## config.mk

```make
export PLATFORM = sky130hd
export DESIGN_NAME = logs_sweep_ctrl
export DESIGN_NICKNAME = d
export VERILOG_FILES = /design/src/rtl/logs_sweep_ctrl.sv
export SDC_FILE = /design/constraint.sdc
export NUM_CORES = 1
export LEC_CHECK = 0
export ABC_AREA = 1
export BUFFER_PORTS_ARGS = -buffer_cell sky130_fd_sc_hd__buf_2
export CORE_MARGIN = 4
export CORE_UTILIZATION = 50
export CTS_CLUSTER_DIAMETER = 40
export CTS_CLUSTER_SIZE = 12
export DETAILED_ROUTE_END_ITERATION = 6
export GPL_TIMING_DRIVEN = 0
export PLACE_DENSITY_LB_ADDON = 0.25
export SLEW_MARGIN = 5
export SYNTH_ARGS = -nofsm -noshare
export SYNTH_HDL_FRONTEND = slang
export SYNTH_SLANG_ARGS = --single-unit
```

## constraint.sdc

```tcl
create_clock -name clk -period 2.82 [get_ports clk]
set_clock_uncertainty 0.2 [all_clocks]
set_input_delay 0.282 -clock clk [delete_from_list [all_inputs] [get_ports clk]]
set_output_delay 0.282 -clock clk [all_outputs]
set_load 0.05 [all_outputs]
```

## src/rtl/logs_sweep_ctrl.sv

```systemverilog
// Sweep controller for the logistic-map sonifier: steps r through its range,
// discards each r's transient iterations, and routes later x samples round-robin
// into the active oscillator slots. The slot set shrinks inside the
// period-5/period-6 windows.
module logs_sweep_ctrl #(
   parameter int unsigned FRAC    = 8,
   parameter int unsigned N_OSC   = 4,
   parameter int unsigned R_INC   = 1000,
   parameter int unsigned SETTLE  = 64,
   parameter int unsigned R_START = (1 << FRAC) | (1 << (FRAC - 4)),
   localparam int unsigned IDX_W  = (N_OSC > 1) ? $clog2(N_OSC) : 1
) (
   input  logic              clk,
   input  logic              reset,
   input  logic              next_ready,
   input  logic              pause,
   input  logic              step_req,
   output logic [FRAC+1:0]   r,
   output logic              wr_en,
   output logic [IDX_W-1:0]  wr_idx,
   output logic [N_OSC-1:0]  osc_mask,
   output logic              mute
);

   localparam int unsigned RW    = FRAC + 2;
   localparam int unsigned IT_W  = (R_INC > 1) ? $clog2(R_INC) : 1;
   localparam int unsigned CNT_W = $clog2(N_OSC + 1);
   localparam int unsigned N5    = (N_OSC < 5) ? N_OSC : 5 * (N_OSC / 5);
   localparam int unsigned N6    = (N_OSC < 6) ? N_OSC : 6 * (N_OSC / 6);
   localparam logic [RW-1:0] R_RST = RW'(R_START);

   typedef enum logic [1:0] {
      ST_SETTLE = 2'd0,
      ST_PLAY   = 2'd1,
      ST_PAUSED = 2'd2
   } state_e;

   state_e               state_q, state_d;
   logic [RW-1:0]        r_q, r_d;
   logic [IT_W-1:0]      iter_q, iter_d;
   logic [IDX_W-1:0]     idx_q, idx_d;
   logic [IDX_W-1:0]     wr_idx_q, wr_idx_d;
   logic                 wr_en_q, wr_en_d;
   logic                 mute_q;
   logic [N_OSC-1:0]     mask_q;
   logic [CNT_W-1:0]     act_q, act_d;

   // Active slot count from the top eight bits of r (two integer, six fraction).
   function automatic logic [CNT_W-1:0] act_of(input logic [7:0] top);
      if (top == 8'b11101000 || (top[7:2] == 6'b111101 && top[1:0] != 2'b11))
         return CNT_W'(N6);
      else if (top[7:1] == 7'b1110111)
         return CNT_W'(N5);
      else
         return CNT_W'(N_OSC);
   endfunction

   // Thermometer mask with the n low bits set.
   function automatic logic [N_OSC-1:0] mask_of(input logic [CNT_W-1:0] n);
      logic [N_OSC-1:0] m;
      m = '0;
      for (int i = 0; i < N_OSC; i++) begin
         if (CNT_W'(i) < n) m[i] = 1'b1;
      end
      return m;
   endfunction

   // Coarse steps below r=3.0, fine steps in the chaotic region, wrap at the top.
   function automatic logic [RW-1:0] r_adv(input logic [RW-1:0] rv);
      if (&rv)
         return R_RST;
      else if (rv[FRAC+1:FRAC] < 2'd3)
         return rv + RW'(4);
      else
         return rv + RW'(1);
   endfunction

   // Next-state, counters and write strobe.
   always_comb begin
      state_d  = state_q;
      r_d      = r_q;
      iter_d   = iter_q;
      idx_d    = idx_q;
      wr_en_d  = 1'b0;
      wr_idx_d = idx_q;
      if (pause && state_q != ST_PAUSED) begin
         state_d = ST_PAUSED;
      end else begin
         case (state_q)
            ST_SETTLE: begin
               if (SETTLE == 0) begin
                  state_d = ST_PLAY;
               end else if (next_ready) begin
                  iter_d = iter_q + IT_W'(1);
                  if (iter_q + IT_W'(1) == IT_W'(SETTLE)) state_d = ST_PLAY;
               end
            end
            ST_PLAY: begin
               if (next_ready) begin
                  wr_en_d = 1'b1;
                  if (iter_q == IT_W'(R_INC - 1)) begin
                     iter_d  = '0;
                     idx_d   = '0;
                     r_d     = r_adv(r_q);
                     state_d = ST_SETTLE;
                  end else begin
                     iter_d = iter_q + IT_W'(1);
                     if (CNT_W'(idx_q) + CNT_W'(1) >= act_q) idx_d = '0;
                     else                                     idx_d = idx_q + IDX_W'(1);
                  end
               end
            end
            ST_PAUSED: begin
               if (step_req) begin
                  r_d    = r_adv(r_q);
                  iter_d = '0;
                  idx_d  = '0;
               end
               if (!pause) begin
                  state_d = ST_SETTLE;
                  iter_d  = '0;
               end
            end
            default: state_d = ST_SETTLE;
         endcase
      end
      // Written slot while strobing, otherwise the upcoming slot.
      if (!wr_en_d) wr_idx_d = idx_d;
   end

   // Slot configuration follows the r that is about to be registered.
   always_comb begin
      act_d = act_of(r_d[FRAC+1:FRAC-6]);
   end

   // State and output registers.
   always_ff @(posedge clk) begin
      if (reset) begin
         state_q  <= ST_SETTLE;
         r_q      <= R_RST;
         iter_q   <= '0;
         idx_q    <= '0;
         wr_idx_q <= '0;
         wr_en_q  <= 1'b0;
         mute_q   <= 1'b1;
         act_q    <= act_of(R_RST[FRAC+1:FRAC-6]);
         mask_q   <= mask_of(act_of(R_RST[FRAC+1:FRAC-6]));
      end else begin
         state_q  <= state_d;
         r_q      <= r_d;
         iter_q   <= iter_d;
         idx_q    <= idx_d;
         wr_idx_q <= wr_idx_d;
         wr_en_q  <= wr_en_d;
         mute_q   <= (state_d != ST_PLAY);
         act_q    <= act_d;
         mask_q   <= mask_of(act_d);
      end
   end

   assign r        = r_q;
   assign wr_en    = wr_en_q;
   assign wr_idx   = wr_idx_q;
   assign osc_mask = mask_q;
   assign mute     = mute_q;

endmodule

```

# --- After elaboration in Yosys (flattened, before gate mapping) ---
# Cells that the tools add are included.
word_totals:
  register_bits: 28
  latch_bits: 0
  ramBits: 0
  mem_bits_ro: 0
  inputBits: 5
  output_inout_bits: 18
  wordCells: 62
  mem_count: 0
op_classes:
  add_sub_neg: 5
  mul: 0
  div_mod_pow: 0
  n_lt_le_gt_ge: 2
  n_eq_ne: 11
  n_shift: 0
  n_mux: 29
  bitwise_logic: 1
  n_reduce_logical: 7
op_table:
  columns: ["operator", "count"]
  rows:
  - ["$mux W10", 10]
  - ["$pmux W10 S3", 1]
  - ["$mux W2", 12]
  - ["$add A10 B1 Y10 const B", 2]
  - ["$pmux W10 S2", 1]
  - ["$add A10 B3 Y10 const B", 1]
  - ["$eq A10 B10 Y1 const B", 1]
  - ["$eq A10 B7 Y1 const B", 1]
  - ["$ne A2 B2 Y1 const B", 5]
  - ["$reduce_and A10 Y1", 1]
  - ["$reduce_and A5 Y1", 2]
  - ["$pmux W2 S3", 1]
  - ["$pmux W2 S2", 1]
  - ["$add A2 B1 Y3 const B", 1]
  - ["$ge A3 B3 Y1 const B", 1]
  - ["$mux W1", 3]
  - ["$ne A3 B3 Y1 const B", 1]
  - ["$reduce_bool A3 Y1", 1]
  - ["$add A2 B1 Y2 const B", 1]
  - ["$eq A2 B1 Y1 const B", 1]
  - ["$eq A2 B2 Y1 const B", 1]
  - ["$logic_not A2 Y1", 1]
  - ["$lt A2 B2 Y1 const B", 1]
  - ["$ne A2 B1 Y1 const B", 1]
  - ["other kinds (3)", 3]

# --- Logic depth before layout (Yosys ltp) ---
depth:
  ltp_word: 8
  mapped_depth: 12
  depth_no_buf: 12

# --- Worst setup path before layout ---
# Ideal clock, no wire load.
synth_timing:
  path_type: "reg-to-reg"
  startpoint: "reg r_q[2] (netlist: r[2])"
  endpoint: "reg r_q[9] (netlist: r[9])"
  setup_ps: 116
  arrival_time_ps: 1721
  t_required_ps: 2504
  path_slack_ps: 783
  stages_incl_launch_ff: 8
  n_path_buf: 0
  synth_period_minus_slack_ps: 2037
  path_cell_list: "dfxtp_1 -> ha_1 -> nand3_1 -> nor2_1 -> nand2_1 -> o21ai_2 -> inv_1 -> o211a_1"
synth_via:
  elab_chain_len: 6
  elab_cells_between_ends: 9
  cone_classes: "add/sub: 2; mux: 6; reduce/logical: 1"
synth_rtl:
  columns: ["item", "line", "rtl"]
  rows:
  - ["start: declaration", "39", "logic [RW-1:0] r_q, r_d;"]
  - ["start signal: assignment", "150", "r_q <= r_d;"]
  - ["$add A10 B1 Y10 or $add A10 B3 Y10 (tied branches)", "75, 73", null]
  - ["$mux W10", "72", "else if (rv[FRAC+1:FRAC] < 2'd3)"]
  - ["$mux W10 *", "70", "if (&rv)"]
  - ["$mux W10", "101", "if (iter_q == IT_W'(R_INC - 1)) begin"]
  - ["$mux W10", "99", "if (next_ready) begin"]
  - ["$pmux W10 S2 *", "89", "case (state_q)"]
# Every way passes the cells marked *; elsewhere a longest branch is shown, timed or not. The select of a mux whose other input is x is not followed.
# A chain may end at the register's enable or synchronous reset.

# --- Worst setup path in the final report ---
layout_timing:
  startpoint: "reg state_q[0]"
  endpoint: "reg r_q[6] (netlist: r[6])"
layout_via:
  elab_chain_len: 4
  elab_cells_between_ends: 11
  cone_classes: "eq/ne: 6; mux: 1; bitwise: 1; reduce/logical: 3"
layout_rtl:
  columns: ["item", "line", "rtl"]
  rows:
  - ["start: declaration", "38", "state_e state_q, state_d;"]
  - ["start signal: assignment", "149", "state_q <= state_d;"]
  - ["parallel branches: the longest is 4 deep, another holds $reduce_and A5 Y1", null, null]
# Parallel ways; which one is timed is not known.

==> impl_metrics.ini <==
[yosys]
synthFlopType = dfxtp_1
syn_area_um2 = 1740
synth_area_leaders = dfxtp_1 (32%), nand2_1 (14%), inv_1 (7.5%)
yosys.area_share.simple_pct = 35.7
netlist-cell-type-count = 36
yosysTopAreaCellShare_pct = 32.2
synth_edf_count = 0
synth_top_family_by_area = simple AND/OR/NAND/NOR gates
synth-seq-cells = 28
synthMuxAreaShare_pct = 0
synthCells = 256
yosysWarningCount = 0
yosysTopAreaCell = dfxtp_1
async_flop_share_pct = 0
synth-compound-area-share_pct = 14.2
synth-adder-area-share_pct = 5.75
synth.yosys.seq_area_share_pct = 32.2
avgSynthCellArea_um2 = 6.80
synth_xor_xnor_area_share_pct = 1.51

[setup_path]
worstPathMaxFanout = 8
cp_slowest_cell = dfxtp_1
slowest_delay_ns = 0.41
crit_type = flip-flop to flip-flop
start_kind = flip-flop
critPathArrivalTime_ns = 2.04
crit_chain = inv_1 -> ha_1 -> nor2_2 -> inv_1 -> nand4_1 -> inv_2 -> nand2_8 -> nor2_4 -> nand2_2 -> xor2_1 -> nor2_1
crit_top_cell = inv_1
worstSetupEndpointType = flip-flop
crit_required_ns = 2.86
reg2reg_depth = 11

[placement]
port_buffers = 18
pre_cts_ws_ns = 0.817
hpwlAfterDp_um = 2670
gp_congestion = 0.865

[timing]
rsz0062_at_grt = no
finalSetupViolCount = 0
setup_slack_ns = 0.812
fin_crit_sh_pct = 71.2
maxClockFrequency_mhz = 498
totalNegativeSetupSlack_ns = 0
final-hold-violation-count = 0
final_max_slew_viol_count = 0
period_needed_ns = 2.01

[cts]
cts_max_path_buffers = 2
cts_buffers = 3
worst_skew_pair.late_latency_ns = 0.34
clk_pin_slew_ns = 0.16
cts_tree = done
cts_htree_levels = 1
cts_setup_buffers = 0
cts-root-buf = clkbuf_4
cts.sinks = 28

[global_routing]
grt_pass1_wl_um = 5890
antenna_found_initial = 0
grt.overflow.total = 0
grt_start_max_net_pins = 17
globalRouteTotalUtil_pct = 16.6
first_global_vias = 1346

[cells_and_area]
antennaDiodeCount = 0
drive_gt1_share_pct = 16.7
final_common_cell = nand2_1
final_util_pct = 58.8
nets = 296
final_cell_mix = nand2_1 (66), inv_1 (35), dfxtp_1 (28)
area_growth_pct = 12.7

[floorplanning]
die_h_um = 67
core-area_um2 = 3340
initial_core_util_pct = 52.2
ios = 23
die_area_um2 = 4490
rows = 21
die_w_um = 67

[route]
ant_nets = 0
drt-initial-drc-count = 74
wl_um = 3440
first_pass_iters = 4
via_per_inst = 4.81
vias = 1577
route.detailed.wl_per_inst_um = 10.5
drc = 0

[run_status]
status = complete, no violations

[power_and_ir_drop]
ir_drop_v = 0.000236
p_total_uw = 796
power_density_nw_per_um2 = 406
leakagePower_uw = 0.000848

[hold_path]
holdPathStages = 5
hp-class = primary input to flip-flop

[job]
cap_violations = 0
path summary, 6_finish.rpt:
kind	start	to	slack [ns]
min reg2reg	idx_q[1]$_SDFF_PP0_	wr_idx[1]$_SDFF_PP0_	0.28
max reg2reg	state_q[0]$_SDFF_PP0_	r[6]$_SDFFE_PP0P_	0.81
max	state_q[0]$_SDFF_PP0_	r[6]$_SDFFE_PP0P_	0.81
min	pause	state_q[1]$_SDFF_PP0_	0.17
per-stage QoR:
| stage | std cells | cell area, um^2 | hold slack, ns |
|---|---|---|---|
| 3_3_place_gp | 323 | 1900 | 0.260 |
| 2_1_floorplan | 259 | 1750 | 0.151 |
| 6_report | 328 | 1960 | 0.169 |
| 3_5_place_dp | 323 | 1900 | 0.263 |
| 5_1_grt | 328 | 1960 | 0.216 |
| 4_1_cts | 328 | 1960 | 0.161 |
critical path, delay by kind of cell (launching register included):
family                     cells  cell delay, ns
adders and majority gates      1            0.26
DFF                            1            0.41
xor gates and xnor gates       1            0.13
and+or+nand+nor                6            0.62
buffers and inverters          3            0.28
timing repair:
action / CTS / global route
endpoints found under the hold margin: 3 / 0
resized for setup: 0 / 0
hold buffers: 1 / 0
cell families (layout without fill, tap and decap cells):
family | Yosys count | in the layout
AOI/OAI and AO/OA | 40 | 40
xor gates and xnor gates | 3 | 3
adders and majority gates | 8 | 8
buffers and inverters | 43 | 66
DFF | 28 | 28
other | 1 | 4
and+or+nand+nor | 133 | 133
final cells by class:
type                    instances  area [um^2]
flip-flops and latches         28          561
fillers                       340         1380
multi-input cells             188         1010
clock inverters                 1         30.0
plain buffers                   7         46.3
clock buffers                   3         22.5
repair buffers                 19          100
inverters                      36          135
well taps                      46         57.6
Yosys cell counts, types with 2 or more instances:
master,count
nand2_1,66
inv_1,35
dfxtp_1,28
nor2_1,27
a21oi_1,19
nand3_1,16
o21ai_0,9
ha_1,8
buf_4,5
nand4_1,4
nor2_2,4
nand3b_1,3
nor3_1,3
a21oi_4,2
nand2_2,2
nor2_4,2
o211ai_1,2
o21ai_1,2
xor2_1,2
power by group:
part           switching (uW)  total [uW]  internal [uW]
logic                    77.2         113           35.4
registers                7.97         410            402
clock network             129         273            144
total                     214         796            582
flip-flops by register name, summed over array words and instances (netlist names):
name / flops
state_q: 2
wr_idx: 2
iter_q: 10
wr_en: 1
r: 10
mute: 1
idx_q: 2
metal layers:
| metal | wire (um) | GRT usage (%) | vias up | part of all wire [%] |
|---|---|---|---|---|
| met5 | 0 | 0 | - | 0 |
| met4 | 38 | 5.57 | 0 | 1.1 |
| met2 | 1520 | 24.9 | 17 | 44 |
| li1 | - | - | 859 | - |
| met3 | 93 | 2.02 | 5 | 2.7 |
| met1 | 1790 | 24.2 | 696 | 52 |
Note: power is estimated with default switching activity, not from simulation.
